**config.mk**
```make
export PLATFORM = sky130hd
export DESIGN_NAME = damage_resolver_flat
export DESIGN_NICKNAME = d
export VERILOG_FILES = /design/src/rtl/damage_resolver_if.sv /design/src/rtl/damage_resolver.sv /design/src/flat_wrapper.sv
export SDC_FILE = /design/constraint.sdc
export NUM_CORES = 1
export LEC_CHECK = 0
export CAP_MARGIN = 20
export CORE_MARGIN = 2
export CORE_UTILIZATION = 56
export DETAILED_ROUTE_END_ITERATION = 16
export MAX_ROUTING_LAYER = met4
export PLACE_DENSITY = 0.8
export SLEW_MARGIN = 5
export SYNTH_ARGS = -nofsm -noshare
export SYNTH_HDL_FRONTEND = slang
export SYNTH_SLANG_ARGS = --single-unit
```
**constraint.sdc**
```tcl
create_clock -name clk -period 3.4 [get_ports clk]
set_input_delay 0.68 -clock clk [delete_from_list [all_inputs] [get_ports clk]]
set_output_delay 0.68 -clock clk [all_outputs]
set_load 0.02 [all_outputs]
```
**src/rtl/damage_resolver_if.sv**
```systemverilog
// Damage handshake between the Machine (master) and the damage resolver (slave).
// The Machine side also carries the frame strobe and the collision/pickup pulses.
interface damage_resolver_if;
  logic       startDmg;
  logic [7:0] monATK;
  logic       tick;
  logic       playerHit;
  logic       healPickup;
  logic       isDmgComplete;
  logic [7:0] damage;
  logic       heal;
  logic       busy;
  logic [7:0] framesLeft;

  modport master (
    output startDmg, monATK, tick, playerHit, healPickup,
    input  isDmgComplete, damage, heal, busy, framesLeft
  );

  modport slave (
    input  startDmg, monATK, tick, playerHit, healPickup,
    output isDmgComplete, damage, heal, busy, framesLeft
  );
endinterface

```
**src/rtl/damage_resolver.sv**
```systemverilog
// Runs the monster attack window: counts frames, accepts hits behind a cooldown,
// accumulates saturating damage and reports damage/heal with a one-cycle pulse.
module damage_resolver #(
  parameter int WINDOW_FRAMES = 120,
  parameter int HIT_COOLDOWN  = 8
) (
  input logic               clk,
  input logic               reset,
  damage_resolver_if.slave  dmg
);

  typedef enum logic [1:0] {
    IDLE   = 2'd0,
    ARM    = 2'd1,
    DODGE  = 2'd2,
    REPORT = 2'd3
  } state_e;

  localparam logic [7:0] WIN       = 8'(WINDOW_FRAMES);
  localparam logic [7:0] WIN_LAST  = 8'(WINDOW_FRAMES - 1);
  localparam logic [7:0] COOL_INIT = 8'(HIT_COOLDOWN);

  state_e     state_q;
  logic [7:0] atk_q;
  logic [7:0] acc_q;
  logic [7:0] frame_q;
  logic [7:0] cool_q;
  logic       heal_flag_q;
  logic       done_q;
  logic [7:0] damage_q;
  logic       heal_q;
  logic       busy_q;
  logic [7:0] frames_left_q;

  logic       in_dodge_s;
  logic       hit_s;
  logic [7:0] acc_d;
  logic [7:0] cool_d;
  logic       heal_d;

  // Sum computed at 9 bits so the carry out selects the 255 ceiling.
  function automatic logic [7:0] sat_add(input logic [7:0] a, input logic [7:0] b);
    logic [8:0] sum;
    sum = {1'b0, a} + {1'b0, b};
    if (sum[8]) begin
      sat_add = 8'hFF;
    end else begin
      sat_add = sum[7:0];
    end
  endfunction

  // Hit acceptance, cooldown and heal next-state; a hit sees the pre-decrement cooldown.
  always_comb begin
    in_dodge_s = (state_q == DODGE);
    hit_s      = in_dodge_s && dmg.playerHit && (cool_q == 8'd0);
    acc_d      = acc_q;
    cool_d     = cool_q;
    heal_d     = heal_flag_q;
    if (hit_s) begin
      acc_d  = sat_add(acc_q, atk_q);
      cool_d = COOL_INIT;
    end else if (in_dodge_s && dmg.tick && (cool_q != 8'd0)) begin
      acc_d  = acc_q;
      cool_d = cool_q - 8'd1;
    end else begin
      acc_d  = acc_q;
      cool_d = cool_q;
    end
    if (in_dodge_s && dmg.healPickup) begin
      heal_d = 1'b1;
    end else begin
      heal_d = heal_flag_q;
    end
  end

  // Window state machine with registered outputs.
  always_ff @(posedge clk) begin
    if (reset) begin
      state_q       <= IDLE;
      atk_q         <= 8'd0;
      acc_q         <= 8'd0;
      frame_q       <= 8'd0;
      cool_q        <= 8'd0;
      heal_flag_q   <= 1'b0;
      done_q        <= 1'b0;
      damage_q      <= 8'd0;
      heal_q        <= 1'b0;
      busy_q        <= 1'b0;
      frames_left_q <= 8'd0;
    end else begin
      case (state_q)
        IDLE: begin
          done_q        <= 1'b0;
          damage_q      <= 8'd0;
          heal_q        <= 1'b0;
          frames_left_q <= 8'd0;
          if (dmg.startDmg) begin
            state_q <= ARM;
            busy_q  <= 1'b1;
          end else begin
            state_q <= IDLE;
            busy_q  <= 1'b0;
          end
        end
        ARM: begin
          atk_q         <= dmg.monATK;
          acc_q         <= 8'd0;
          frame_q       <= 8'd0;
          cool_q        <= 8'd0;
          heal_flag_q   <= 1'b0;
          busy_q        <= 1'b1;
          frames_left_q <= WIN;
          state_q       <= DODGE;
        end
        DODGE: begin
          acc_q       <= acc_d;
          cool_q      <= cool_d;
          heal_flag_q <= heal_d;
          if (dmg.tick && (frame_q == WIN_LAST)) begin
            // Final-frame events are already folded into acc_d/heal_d.
            state_q       <= REPORT;
            done_q        <= 1'b1;
            damage_q      <= acc_d;
            heal_q        <= heal_d;
            frames_left_q <= 8'd0;
          end else if (dmg.tick) begin
            frame_q       <= frame_q + 8'd1;
            frames_left_q <= WIN - (frame_q + 8'd1);
          end else begin
            frame_q <= frame_q;
          end
        end
        REPORT: begin
          state_q  <= IDLE;
          busy_q   <= 1'b0;
          done_q   <= 1'b0;
          damage_q <= 8'd0;
          heal_q   <= 1'b0;
        end
        default: begin
          state_q       <= IDLE;
          busy_q        <= 1'b0;
          done_q        <= 1'b0;
          damage_q      <= 8'd0;
          heal_q        <= 1'b0;
          frames_left_q <= 8'd0;
        end
      endcase
    end
  end

  assign dmg.isDmgComplete = done_q;
  assign dmg.damage        = damage_q;
  assign dmg.heal          = heal_q;
  assign dmg.busy          = busy_q;
  assign dmg.framesLeft    = frames_left_q;

endmodule

```
**src/flat_wrapper.sv**
```systemverilog
// flat-port wrapper written by rule: the top's interface ports become plain ports
module damage_resolver_flat 
#(
  parameter int WINDOW_FRAMES = 120,
  parameter int HIT_COOLDOWN  = 8
)
  (clk, reset, dmg_startDmg, dmg_monATK, dmg_tick, dmg_playerHit, dmg_healPickup, dmg_isDmgComplete, dmg_damage, dmg_heal, dmg_busy, dmg_framesLeft);
  damage_resolver_if dmg_i ();
  input logic clk;
  input logic reset;
  input wire logic [$bits(dmg_i.startDmg)-1:0] dmg_startDmg;
  input wire logic [$bits(dmg_i.monATK)-1:0] dmg_monATK;
  input wire logic [$bits(dmg_i.tick)-1:0] dmg_tick;
  input wire logic [$bits(dmg_i.playerHit)-1:0] dmg_playerHit;
  input wire logic [$bits(dmg_i.healPickup)-1:0] dmg_healPickup;
  output wire logic [$bits(dmg_i.isDmgComplete)-1:0] dmg_isDmgComplete;
  output wire logic [$bits(dmg_i.damage)-1:0] dmg_damage;
  output wire logic [$bits(dmg_i.heal)-1:0] dmg_heal;
  output wire logic [$bits(dmg_i.busy)-1:0] dmg_busy;
  output wire logic [$bits(dmg_i.framesLeft)-1:0] dmg_framesLeft;
  assign dmg_i.startDmg = dmg_startDmg;
  assign dmg_i.monATK = dmg_monATK;
  assign dmg_i.tick = dmg_tick;
  assign dmg_i.playerHit = dmg_playerHit;
  assign dmg_i.healPickup = dmg_healPickup;
  assign dmg_isDmgComplete = dmg_i.isDmgComplete;
  assign dmg_damage = dmg_i.damage;
  assign dmg_heal = dmg_i.heal;
  assign dmg_busy = dmg_i.busy;
  assign dmg_framesLeft = dmg_i.framesLeft;
  damage_resolver #(.WINDOW_FRAMES(WINDOW_FRAMES), .HIT_COOLDOWN(HIT_COOLDOWN)) u_core (.clk(clk), .reset(reset), .dmg(dmg_i));
endmodule
```
==> Yosys cells after proc, flatten, opt, wreduce, memory -nomap -nowiden <==
Cells that the tools add are included.
Widths: inputs -> output; s select.
{ "word_totals": {"output_inout_bits": 19, "word_cells": 67, "regBits": 54} }
{ "op_classes": {"addsub": 4, "reduce_logical": 18, "n_eq_ne": 9, "mux": 25} }
{ "op_table": {"columns": ["op", "count"], "rows": [
  ["$mux 8", 9],
  ["$pmux 8 s2", 4],
  ["$pmux 8 s3", 1],
  ["$add 8x8->9", 1],
  ["$add 8x1->8 const B", 1],
  ["$eq 8x7->1 const B", 1],
  ["$logic_not 8->1", 1],
  ["$pmux 2 s4", 1],
  ["$reduce_bool 8->1", 1],
  ["$sub 7x8->8 const A", 1],
  ["$sub 8x1->8 const B", 1],
  ["$logic_and 1x1->1", 6],
  ["$ne 2x2->1 const B", 3],
  ["$ne 3x3->1 const B", 2],
  ["$pmux 1 s2", 3],
  ["$reduce_and 2->1", 3],
  ["$reduce_bool 3->1", 2],
  ["$mux 1", 5],
  ["$eq 2x2->1 const B", 2],
  ["$reduce_bool 2->1", 2],
  ["$pmux 1 s3", 1],
  ["$reduce_and 3->1", 1],
  ["$eq 2x1->1 const B", 1],
  ["$logic_not 2->1", 1],
  ["2 further kinds", 2]
]} }

==> Logic depth before layout (Yosys ltp) <==
{ "depth": {"word_depth": 6, "ltp_mapped": 9, "mapped_depth_nobuf": 8} }

==> Worst setup path after synthesis <==
Ideal clock, no wire load.
{ "synth_timing": {"path_kind": "flip-flop to flip-flop", "from": "reg u_core.acc_q[0]", "to": "reg u_core.damage_q[7] (netlist: u_core.dmg.damage[7])", "path_slack_ps": 960, "stages_incl_launch_ff": 8, "path_buffers": 0, "arrival_time_ps": 2321, "required_ps": 3280, "setup_time_ps": 120, "period_less_slack_ps": 2440, "cell_sequence": "dfxtp_1 > ha_1 > fa_1 > a21o_1 > a221oi_1 > a311o_1 > a41oi_1 > a211o_1"} }
{ "synth_via": {"elab_chain_len": 5} }
{ "synth_lines": {"columns": ["element", "line", "source"], "rows": [
  ["start, declared", "damage_resolver.sv:25", "logic [7:0] acc_q;"],
  ["start signal, assigned", "damage_resolver.sv:81", "acc_q <= 8'd0;"],
  ["start signal, assigned", "damage_resolver.sv:107", "acc_q <= 8'd0;"],
  ["start signal, assigned", "damage_resolver.sv:116", "acc_q <= acc_d;"],
  ["$add 8x8->9", "damage_resolver.sv:44", "sum = {1'b0, a} + {1'b0, b};"],
  ["$mux 8", "damage_resolver.sv:45", "if (sum[8]) begin"],
  ["$mux 8", "damage_resolver.sv:59", "if (hit_s) begin"],
  ["$mux 8", "damage_resolver.sv:119", "if (dmg.tick && (frame_q == WIN_LAST)) begin"],
  ["$pmux 8 s2", "damage_resolver.sv:91", "case (state_q)"],
  ["end signal, assigned", "damage_resolver.sv:86", "damage_q <= 8'd0;"],
  ["end signal, assigned", "damage_resolver.sv:94", "damage_q <= 8'd0;"],
  ["end signal, assigned", "damage_resolver.sv:123", "damage_q <= acc_d;"],
  ["end, declared", "damage_resolver.sv:30", "logic [7:0] damage_q;"]
]} }
No other way between the ends. The select of a mux whose other input is x is not followed.
A chain may end at the register's enable or synchronous reset.

==> Final worst setup path <==
{ "layout_timing": {"from": "reg u_core.acc_q[0]", "to": "reg u_core.acc_q[0]"} }
{ "layout_via": {"elab_chain_len": 4} }
{ "layout_lines": {"columns": ["element", "line"], "rows": [
  ["$add 8x8->9", "damage_resolver.sv:44"],
  ["$mux 8", "damage_resolver.sv:45"],
  ["$mux 8 (*)", "damage_resolver.sv:59"],
  ["$pmux 8 s2 (*)", "damage_resolver.sv:91"]
]} }
Every way passes the cells marked *; elsewhere a longest branch is shown, timed or not.

==> results.py <==
metrics = {
    "clock_network": {
        "cts_setup_buffers": 0,
        "cts_hold_buffers": 0,
        "cts.reportedPaths.clkPinSlew_ns": 0.10,
        "cts_tree": "yes",
        "clockBufferDepth": 2,
        "worstSkewPairLatency_ns": 0.31,
        "numCtsBuffers": 5,
        "cts_root_buf": "clkbuf_8",
        "h-tree-depth": 2,
        "clock_sinks": 54,
        "cts_resized": 0,
    },
    "sta": {
        "slew_violations": 0,
        "finalSetupTns_ns": 0,
        "worst_pin_slew_ns": 1.08,
        "setup_viol": 0,
        "min_period_ns": 2.79,
        "fin_ws_ns": 0.612,
        "rsz0062_at_grt": "false",
        "max_freq_mhz": 359,
        "finalClockSkew_ns": 0.0109,
        "slew_headroom": 0.271,
        "finalHoldViolCount": 0,
        "fin_crit_sh": 0.820,
    },
    "logic_synthesis": {
        "ys_ff_latch": 54,
        "synthFlopType": "dfxtp_1",
        "ys_async_sr_fraction": 0,
        "synth.top_cell.area_share": 0.376,
        "synthTopCellsByArea": "dfxtp_1 (38%), nor2_1 (7.3%), ha_1 (6.5%)",
        "yosys-top-cells-count": "nor2_1 (56), dfxtp_1 (54), nand2_1 (31)",
        "syn_nets": 370,
        "yosysTopAreaCell": "dfxtp_1",
        "yosysSeqAreaShare": 0.376,
        "ys_warn_count": 0,
        "syn_inst": 340,
        "synth_edf_count": 0,
        "synth.most_common_cell": "nor2_1",
        "synth_area_um2": 2870,
        "synthDistinctLibCells": 55,
        "syn_avg_cell_area_um2": 8.45,
    },
    "pwr": {
        "seq_power_share": 0.434,
        "combPwrFrac": 0.345,
        "p_leak_nw": 1.28,
        "powerDensity_nw_per_um2": 505,
        "p_clk_frac": 0.222,
        "switching_share": 0.361,
        "power.switching_w": 0.000611,
        "ir_worst_vdd_uv": 288,
        "p_int_w": 0.00108,
    },
    "global_routing": {
        "antenna_found_initial": 0,
        "grt_pass1_vias": 2294,
        "gr-total-overflow": 0,
        "grt_pass1_wl_mm": 10.6,
        "grt_usage": 0.250,
        "grt_max_degree": 32,
    },
    "placement": {
        "io_buffers": 32,
        "gp_congestion": 0.973,
        "post-place-ws_ns": 0.700,
        "dp_cells": 432,
        "dpl-instance-area_um2": 3260,
        "hpwl_mm": 4.73,
    },
    "worst_setup_path": {
        "reg2reg_depth": 8,
        "reg2reg_slack_ns": 0.61,
        "worstPathMaxFanout": 9,
        "worstPathRequired_ns": 3.60,
        "critPathArrivalTime_ns": 2.99,
        "worstSetupStartpointType": "register",
        "critPathKind": "register to register",
        "crit_path_end_kind": "register",
    },
    "floorplan": {
        "dieHeight_um": 75.6,
        "die_w_um": 75.6,
        "core_region_area_um2": 5040,
        "dieArea_um2": 5720,
        "ios": 33,
        "std_cell_rows": 26,
        "initial_core_util": 0.570,
    },
    "job": {
        "maxCapViolations": 0,
    },
    "routing": {
        "drtIter0Drc": 151,
        "wirelength_mm": 6.55,
        "vias": 2590,
        "final_antenna_net_count": 0,
        "wl_per_cell_um": 14.9,
        "drc": 0,
        "routed_via_density": 5.89,
        "drt_pass1_iterations": 5,
    },
    "min_path": {
        "hold_depth": 2,
        "hold_path.class": "register to register",
    },
    "final_layout": {
        "drive_gt1_frac": 0.0459,
        "diodes": 0,
        "stdcell_count": 440,
        "syn2layout_area_growth_pct": 16.5,
        "finish.instance_area_um2": 3350,
        "nets": 399,
    },
    "run_status": {
        "outcome": "finished clean",
    },
}
[state kept, by name, indices dropped and copies added (netlist names), 2 cells and up]
| signal | cells |
|---|---|
| u_core.acc_q | 8 |
| u_core.atk_q | 8 |
| u_core.dmg.framesLeft | 8 |
| u_core.cool_q | 8 |
| u_core.frame_q | 8 |
| u_core.state_q | 2 |
| u_core.dmg.damage | 8 |
[metal layers]
layer / vias to the layer above / global-route usage / share of wire
met5: - / - / 0
met4: 0 / 0.0897 / 0.015
met3: 11 / 0.0542 / 0.048
met2: 69 / 0.384 / 0.47
met1: 1228 / 0.325 / 0.46
li1: 1282 / - / -
[power groups by stage]
stage	Clock, W	Sequential, W	Combinational, W
5_1_grt	0.000408	0.000740	0.000643
4_1_cts	0.000379	0.000733	0.000583
3_3_place_gp	0	0.000746	0.000567
6_report	0.000375	0.000733	0.000583
2_1_floorplan	0	0.000757	0.000409
3_5_place_dp	0	0.000748	0.000578
[layout by cell type, fill, tap and decap left out, types with 3 or more instances in the layout]
cell	count
a22oi_1	7
o211ai_1	5
o21ai_1	6
a21oi_1	29
a21o_1	6
a221oi_1	4
clkdlybuf4s50_1	32
nand4_1	3
o21ai_0	4
nand3_1	7
o221ai_1	6
nand3b_1	4
clkbuf_8	6
o21a_1	3
mux2i_1	10
nor2_1	56
nor3_1	7
xor2_1	5
ha_1	15
buf_4	4
nor2b_1	3
xnor2_1	11
inv_1	7
nand2_1	31
dfxtp_1	54
and3_1	3
[through the flow]
stage | hold WS [ns] | util | power, W
after floorplan | 0.453 | - | 0.00117
after global placement | 0.424 | 0.646 | 0.00131
after CTS | 0.445 | 0.664 | 0.00170
final | 0.443 | 0.664 | 0.00169
after global routing | 0.475 | 0.664 | 0.00179
after detailed placement | 0.432 | 0.646 | 0.00133
[path summary, 6_finish.rpt]
kind	startpoint	end
hold reg to reg	u_core.dmg.damage[5]	u_core.dmg.damage[5]
setup / recovery	u_core.acc_q[0]	u_core.acc_q[0]
hold / removal	u_core.dmg.damage[5]	u_core.dmg.damage[5]
setup reg to reg	u_core.acc_q[0]	u_core.acc_q[0]
[cells by family (layout without fill, tap and decap cells)]
logic type	after synthesis	after routing	synth area share
AND/OR/NAND/NOR	135	135	0.230
adder cells (fa/ha/maj)	16	16	0.0723
flip-flops	54	54	0.376
XOR/XNOR	16	16	0.0488
multiplexers	10	10	0.0348
AO/OA/AOI/OAI	88	88	0.210
buffers and inverters	21	51	0.0283
[final cells by class]
| cell class | count | area, um^2 |
|---|---|---|
| Tap cell | 70 | 87.6 |
| Clock inverter | 1 | 5.00 |
| Clock buffer | 7 | 86.3 |
| Inverter | 7 | 26.3 |
| Multi-Input combinational cell | 265 | 1710 |
| Timing Repair Buffer | 36 | 350 |
| Fill cell | 443 | 1690 |
| Sequential cell | 54 | 1080 |
[critical path, cell delays in order, from the launching register on]
cell and delay, ns:
dfxtp_1 0.34, ha_1 0.23, fa_1 0.43, a21o_1 0.22, a221oi_1 0.70, o2111ai_4 0.27
nor2_1 0.24, o22ai_1 0.10, o2bb2ai_1 0.15
No activity file was read; power rests on OpenSTA's default activity.
